--- config.mk ---
export PLATFORM = sky130hd
export DESIGN_NAME = rr_arbiter_8x3
export DESIGN_NICKNAME = d
export VERILOG_FILES = /design/src/rtl/rr_arbiter_8x3.sv
export SDC_FILE = /design/constraint.sdc
export NUM_CORES = 1
export LEC_CHECK = 0
export ABC_AREA = 1
export CELL_PAD_IN_SITES_DETAIL_PLACEMENT = 1
export CELL_PAD_IN_SITES_GLOBAL_PLACEMENT = 1
export CORE_MARGIN = 4
export CORE_UTILIZATION = 43
export DETAILED_ROUTE_END_ITERATION = 16
export PLACE_DENSITY_LB_ADDON = 0.1
export SLEW_MARGIN = 20
export SYNTH_ARGS = -nofsm -noshare
export SYNTH_HDL_FRONTEND = slang
export SYNTH_SLANG_ARGS = --single-unit
--- constraint.sdc ---
create_clock -name clk -period 3.85 [get_ports clk]
set_input_delay 0.5775 -clock clk [delete_from_list [all_inputs] [get_ports clk]]
set_output_delay 0.5775 -clock clk [all_outputs]
set_load 0.01 [all_outputs]
--- src/rtl/rr_arbiter_8x3.sv ---
// rr_arbiter_8x3: round-robin arbiter for 8 requesters.
// The grant is registered and presented both one-hot (gnt) and encoded (gnt_idx).
// Optional feature: define RR_ARB_TIMEOUT_EN to limit how long one owner may keep
// the grant (MAX_HOLD cycles) while other requesters are waiting.
module rr_arbiter_8x3 #(
    parameter int N        = 8,
    parameter int IDXW     = 3,
    parameter int MAX_HOLD = 4
) (
    input  logic            clk,
    input  logic            rst_n,
    input  logic [N-1:0]    req,
    output logic [N-1:0]    gnt,
    output logic [IDXW-1:0] gnt_idx,
    output logic            gnt_vld,
    output logic            busy_err
);

    typedef enum logic {
        ST_IDLE  = 1'b0,
        ST_OWNED = 1'b1
    } state_t;

    state_t          state_q, state_d;
    logic [IDXW-1:0] ptr_q, ptr_d;
    logic [N-1:0]    gnt_q, gnt_d;
    logic [IDXW-1:0] gnt_idx_q, gnt_idx_d;
    logic            gnt_vld_q, gnt_vld_d;
    logic            busy_err_q, busy_err_d;

    logic [IDXW:0]   pick_idle;   // {found, index} scanning from ptr_q
    logic [IDXW:0]   pick_rot;    // {found, index} scanning past the current owner
    logic [IDXW:0]   win_sel;
    logic [IDXW-1:0] win_idx;
    logic [N-1:0]    win_onehot;
    logic [IDXW-1:0] ptr_rot;
    logic            force_rot;
    logic            take_new;

    // First set bit of r, scanning from start upward and wrapping modulo N.
    // The loop walks offsets from farthest to nearest so the nearest hit wins.
    function automatic logic [IDXW:0] pick_from(input logic [N-1:0] r,
                                                 input logic [IDXW-1:0] start);
        logic [IDXW:0]   res;
        logic [IDXW-1:0] cand;
        res = '0;
        for (int off = N - 1; off >= 0; off--) begin
            cand = start + IDXW'(off);
            if (r[cand]) begin
                res = {1'b1, cand};
            end
        end
        return res;
    endfunction

    assign ptr_rot   = gnt_idx_q + IDXW'(1);
    assign pick_idle = pick_from(req, ptr_q);
    // The owner is masked so a forced rotation can never re-grant it.
    assign pick_rot  = pick_from(req & ~gnt_q, ptr_rot);
    assign win_sel   = (state_q == ST_IDLE) ? pick_idle : pick_rot;
    assign win_idx   = win_sel[IDXW-1:0];

    generate
        for (genvar gi = 0; gi < N; gi++) begin : g_win_dec
            assign win_onehot[gi] = (win_idx == IDXW'(gi));
        end
    endgenerate

`ifdef RR_ARB_TIMEOUT_EN
    localparam logic [3:0] HOLD_LAST = 4'(MAX_HOLD - 1);

    logic [3:0] hold_cnt_q, hold_cnt_d;
    logic       at_limit;

    assign at_limit  = (hold_cnt_q == HOLD_LAST);
    assign force_rot = at_limit && (|(req & ~gnt_q));

    // Count cycles of ownership; restart on every new grant, in IDLE and at the limit.
    always_comb begin
        hold_cnt_d = hold_cnt_q;
        if (take_new || state_d != ST_OWNED || at_limit) begin
            hold_cnt_d = '0;
        end else begin
            hold_cnt_d = hold_cnt_q + 4'd1;
        end
    end

    // Hold counter register.
    always_ff @(posedge clk or negedge rst_n) begin
        if (!rst_n) begin
            hold_cnt_q <= '0;
        end else begin
            hold_cnt_q <= hold_cnt_d;
        end
    end
`else
    logic unused_max_hold;
    assign unused_max_hold = ^4'(MAX_HOLD);
    assign force_rot       = 1'b0;
`endif

    // Arbitration: grant from IDLE, hold while the owner requests, rotate on release.
    always_comb begin
        state_d   = state_q;
        ptr_d     = ptr_q;
        gnt_d     = gnt_q;
        gnt_idx_d = gnt_idx_q;
        gnt_vld_d = gnt_vld_q;
        take_new  = 1'b0;
        case (state_q)
            ST_IDLE: begin
                take_new = win_sel[IDXW];
            end
            ST_OWNED: begin
                if (!req[gnt_idx_q] || force_rot) begin
                    ptr_d = ptr_rot;
                    if (win_sel[IDXW]) begin
                        take_new = 1'b1;
                    end else begin
                        state_d   = ST_IDLE;
                        gnt_d     = '0;
                        gnt_idx_d = '0;
                        gnt_vld_d = 1'b0;
                    end
                end
            end
            default: begin
                state_d = ST_IDLE;
            end
        endcase
        if (take_new) begin
            state_d   = ST_OWNED;
            gnt_d     = win_onehot;
            gnt_idx_d = win_idx;
            gnt_vld_d = 1'b1;
        end
    end

    // Self-check: flag permanently if the registered grant ever has two bits set.
    always_comb begin
        busy_err_d = busy_err_q | (|(gnt_q & (gnt_q - N'(1))));
    end

    // State and output registers.
    always_ff @(posedge clk or negedge rst_n) begin
        if (!rst_n) begin
            state_q    <= ST_IDLE;
            ptr_q      <= '0;
            gnt_q      <= '0;
            gnt_idx_q  <= '0;
            gnt_vld_q  <= 1'b0;
            busy_err_q <= 1'b0;
        end else begin
            state_q    <= state_d;
            ptr_q      <= ptr_d;
            gnt_q      <= gnt_d;
            gnt_idx_q  <= gnt_idx_d;
            gnt_vld_q  <= gnt_vld_d;
            busy_err_q <= busy_err_d;
        end
    end

    assign gnt      = gnt_q;
    assign gnt_idx  = gnt_idx_q;
    assign gnt_vld  = gnt_vld_q;
    assign busy_err = busy_err_q;

endmodule

After elaboration in Yosys (flattened, before gate mapping)

Cells that the tools add are included.

Register bits: 17
Output and inout bits: 13
Logic and storage cells: 128

$add $sub $neg: 16
Order comparisons: 17
Eq/ne operators: 9
Mux-type cells: 69
Bitwise operators: 6
Reductions and logical operators: 5

Operators with widths:

| cell                                                                         | count |
|---|---|
| 3-bit by 4-bit less-than comparator with 1-bit output, second input constant | 17 |
| 4-bit two-way mux                                                            | 17 |
| 1-bit binary-select mux with 3-bit select                                    | 17 |
| 8-bit two-way mux                                                            | 4 |
| 1-bit two-way mux                                                            | 26 |
| 3-bit adder, second input constant                                           | 8 |
| 8-bit bitwise AND                                                            | 2 |
| 3-bit by 2-bit adder with 3-bit output, second input constant                | 4 |
| 3-bit equality test, second input constant                                   | 4 |
| 3-bit two-way mux                                                            | 4 |
| 3-bit by 1-bit adder with 3-bit output, second input constant                | 3 |
| 8-bit inverter                                                               | 1 |
| 8-bit OR reduction                                                           | 1 |
| 8-bit by 1-bit subtractor with 8-bit output, second input constant           | 1 |
| 3-bit by 2-bit equality test with 1-bit output, second input constant        | 2 |
| 3-bit by 1-bit equality test with 1-bit output, second input constant        | 1 |
| 3-bit zero test                                                              | 1 |
| 3-bit AND reduction                                                          | 1 |
| 2-bit by 1-bit inequality test with 1-bit output, second input constant      | 1 |
| 2-bit inequality test, second input constant                                 | 1 |
| 1-bit inverter                                                               | 2 |
| 1-bit case mux with 2 select lines                                           | 1 |
| 2-bit AND reduction                                                          | 1 |
| 2-bit nonzero test                                                           | 1 |
| 1-bit bitwise OR                                                             | 1 |

Longest topological paths before layout

Depth after elaboration: 18
Mapped depth: 23
Mapped depth without buffers: 21

Least setup slack after synthesis

OpenSTA, ideal clock, no wires.

Path kind: register -> register
Start point: reg gnt_idx_q[0] (netlist: gnt_idx[0])
End point: reg gnt_idx_q[2] (netlist: gnt_idx[2])
Setup time: 0.124 ns
Data arrival time: 2.361 ns
Setup slack: 1.365 ns
Stages on the path, launching flop included: 18
Path buffers: 2
Path through: dfrtp_1 > buf_6 > inv_4 > buf_6 > ha_1 > inv_2 > nand2_1 > nand2_2 > nand3_1 > nand2_1 > inv_2 > nor3_1 > nand3_1 > nor2_2 > o21ai_2 > inv_2 > a21oi_4 > o21bai_1

Word-level cells in the longest chain between the ends: 18
Elaborated cells between the ends (all ways): 43

RTL lines:

| element                                                        | line | RTL |
|---|---|---|
| start: declaration                                             | 27   | `logic [IDXW-1:0] gnt_idx_q, gnt_idx_d;` |
| start signal: assignment                                       | 157  | `gnt_idx_q <= gnt_idx_d;` |
| 3-bit by 1-bit adder with 3-bit output (*)                     | 56   | `assign ptr_rot = gnt_idx_q + IDXW'(1);` |
| named net ptr_rot[0]                                           | 36   | `logic [IDXW-1:0] ptr_rot;` |
| 3-bit adder                                                    | 48   | `cand = start + IDXW'(off);` |
| 1-bit binary-select mux with 3-bit select                      | 49   | `if (r[cand]) begin` |
| 1-bit two-way mux (not written as such)                        | 49   |  |
| 4-bit two-way mux (7 in a row)                                 | 49   |  |
| 4-bit two-way mux (*)                                          | 49   |  |
| 4-bit two-way mux (*)                                          | 60   | `assign win_sel = (state_q == ST_IDLE) ? pick_idle : pick_rot;` |
| 1-bit two-way mux                                              | 117  | `if (win_sel[IDXW]) begin` |
| 1-bit two-way mux                                              | 115  | `if (!req[gnt_idx_q] \|\| force_rot) begin` |
| 1-bit case mux with 2 select lines                             | 110  | `case (state_q)` |
| 2-bit inequality test (no source line) (tied with other cells) | --   |  |
| 3-bit AND reduction (no source line)                           | --   |  |

Mark *: on every way through the listed nets, which the timed path passes. The rest lies on a longest branch. The select of a mux whose other input is x is not followed.
A chain may end at the register's enable or synchronous reset.

Worst setup path in the final report

Start point: reg gnt_idx_q[0] (netlist: gnt_idx[0])
End point: reg gnt_idx_q[2] (netlist: gnt_idx[2])

Word-level cells in the longest chain between the ends: 18
Elaborated cells between the ends (all ways): 43

RTL lines:

| element                                                        | line |
|---|---|
| 3-bit by 1-bit adder with 3-bit output                         | 56 |
| 3-bit adder                                                    | 48 |
| 1-bit binary-select mux with 3-bit select                      | 49 |
| 1-bit two-way mux (not written as such)                        | 49 |
| 4-bit two-way mux (8 in a row)                                 | 49 |
| 4-bit two-way mux                                              | 60 |
| 1-bit two-way mux                                              | 117 |
| 1-bit two-way mux                                              | 115 |
| 1-bit case mux with 2 select lines                             | 110 |
| 2-bit inequality test (no source line) (tied with other cells) | -- |
| 3-bit AND reduction (no source line)                           | -- |

Parallel ways exist; a longest one is shown, timed or not. The select of a mux whose other input is x is not followed.

==> flow_summary.json <==
{
  "drv_slew": 0,
  "routed_wl_mm": 8.07,
  "fin_crit_sh": 0.777,
  "required_ns": 3.99,
  "vias": 2749,
  "slowest_delay_ns": 0.44,
  "syn_nets": 414,
  "netlist_area_um2": 2320,
  "synth-simple-area-share": 0.563,
  "root_buffer": "clkbuf_8",
  "initial_core_util": 0.448,
  "clkSinkCount": 17,
  "async_reset_ff_frac": 1.00,
  "yosysUniqueCellTypes": 32,
  "post_cts_buffers": 0,
  "skew_ns": 0.00894,
  "synth_most_common_cell": "nand2_1",
  "worstSkewPairLatency_ns": 0.26,
  "rows": 26,
  "port_buffers": 22,
  "crit_path_top_delay_cell": "ha_1",
  "path_clk_slew_ns": 0.07,
  "n_antenna_cell": 0,
  "cts_resized": 0,
  "rsz0062_at_grt": "no",
  "grt_start_max_net_pins": 20,
  "synth_edf_count": 0,
  "die_w_um": 81.4,
  "io_pins": 23,
  "muxShareOfSynthArea": 0,
  "arrival_ns": 3.13,
  "drv_cap": 0,
  "max_freq_mhz": 334,
  "fin_area_um2": 2610,
  "yosysTopAreaCell": "nand2_1",
  "detailedRoute.firstPassIterationCount": 5,
  "tightestPinTransition_ns": 0.772,
  "setup_tns_ns": 0,
  "netlist_top_cells_area": "nand2_1, nand3_1, dfrtp_1, inv_1, nand2_2",
  "yosysWarnings": 0,
  "areaGrowthSynthToFinish_pct": 12.7,
  "cts_tree": "done",
  "synthXorXnorAreaFrac": 0.0151,
  "status": "finished, final reports clean",
  "slew_headroom": 0.484,
  "hold_path.class": "flop to flop",
  "synthAdderAreaFrac": 0.0259,
  "ys_seq_area_frac": 0.183,
  "synth_top_area_share": 0.225,
  "critical_path_class": "flop to flop",
  "routedWlPerCell_um": 16.5,
  "core_um2": 5170,
  "grt_overflow": 0,
  "gp_congestion": 0.932,
  "viasPerCell": 5.62,
  "wl_met2_mm": 3.85,
  "highest_layer": "met4",
  "holdBufCountCts": 0,
  "hold_violations": 0,
  "startpoint_type": "flop",
  "detail-route-antenna-nets": 0,
  "grt_usage": 0.271,
  "ys_ff_latch": 17,
  "fin_nets": 434,
  "setup_viol": 0,
  "placed_area_um2": 2560,
  "fp.dieH_um": 81.4,
  "ys_top_cells_by_count": "nand2_1, nand3_1, inv_1",
  "hpwl_mm": 6.78,
  "period_needed_ns": 2.99,
  "route.detailed.drc": 0,
  "cp_max_fo": 19,
  "crit_path_cell_trace": "inv_4 > ha_1 > inv_2 > nand2_1 > nand2_2 > nand3_1 > nand2_1 > inv_2 > nor3_1 > nand3_1 > nor2_2 > o21ai_2 > inv_2 > a21oi_4 > o21bai_1",
  "numCtsBuffers": 3,
  "synth_top_family_by_area": "simple AND/OR/NAND/NOR gates",
  "clock_tree.buffer_depth": 2,
  "wl_met3_um": 317,
  "syn_avg_cell_area_um2": 5.80,
  "end_kind": "flop",
  "grt_pass1_wl_mm": 14.1,
  "antenna_found_initial": 0,
  "synthCells": 400,
  "wl_met1_mm": 3.86,
  "htreeDepth": 1,
  "drt_iter0_markers": 175,
  "grt_pass1_vias": 2842,
  "synth_compound_area_frac": 0.0971,
  "dieArea_um2": 6630,
  "synth_ff_type": "dfrtp_1",
  "crit_top_cell": "inv_2",
  "final_layout_size_suffix_gt1_frac": 0.134
}
-- flip-flops by register name, summed over array words and instances, names as in the netlist --
register / count
busy_err: 1
ptr_q: 3
state_q: 1
gnt: 8
gnt_vld: 1
gnt_idx: 3
-- through the flow --
stage	hold slack, ns	utilization	cells	worst slack, ns
2_1_floorplan	0.282	-	400	1.37
3_3_place_gp	0.474	0.496	485	0.946
3_5_place_dp	0.493	0.496	485	0.920
4_1_cts	0.514	0.505	489	0.878
5_1_grt	0.548	0.505	489	0.548
6_report	0.505	0.505	489	0.857
-- critical path, delay by kind of cell, from the launching register on --
kind | cells | cell delay (ns)
and+or+nand+nor | 7 | 1.03
adders and majority gates | 1 | 0.44
DFF | 1 | 0.41
buffers and inverters | 4 | 0.65
AOI/OAI and AO/OA | 3 | 0.34
-- worst paths after layout --
path	start	endpoint	slack [ns]	depth (start not counted)
worst max-delay path	gnt_idx[0]	gnt_idx[2]	0.86	15
worst min-delay path	gnt_vld	gnt_vld	0.50	2
worst max register to register	gnt_idx[0]	gnt_idx[2]	0.86	15
worst min register to register	gnt_vld	gnt_vld	0.50	2
max in group asynchronous	rst_n	gnt[1]	2.60	1
min in group asynchronous	rst_n	gnt[0]	0.77	1
-- placed cells by master (no fill, tap or decap), types with 2 or more instances in the layout --
cell type and count:
a21oi_1 17, a221o_1 2, clkbuf_8 3, clkdlybuf4s50_1 22, dfrtp_1 17, ha_1 4
inv_1 36, inv_2 15, nand2_1 139, nand2_2 18, nand2_4 4, nand3_1 91
nand3_2 6, nand4_1 6, nor2_1 6, nor2_2 2, nor3_1 4, o21ai_0 8
o21ai_2 2, o22ai_1 2, xnor2_1 2, xor2_1 2
-- cells by family (layout without fill, tap and decap cells) --
logic type	Yosys count	after routing
compound gates	36	36
buf+inv	60	79
flops	17	17
simple gates	278	278
xor+xnor	4	4
fa+ha+maj	5	5
-- routing by layer --
layer	vias to the layer above	track usage
li1	1350	-
met1	1321	0.382
met2	72	0.461
met3	6	0.0164
met4	0	0.0422
met5	-	0
-- final cells by class --
cell class	instances	area, µm²
clock inverters	1	7.51
clock buffers	3	41.3
repair buffers	23	228
flip-flops and latches	17	425
multi-input cells	323	1630
well taps	70	87.6
inverters	52	198
fillers	764	2560
Power is left out: the tool's default activity adds up to more than one toggle a clock period on the data nets, which glitch-free logic cannot reach.
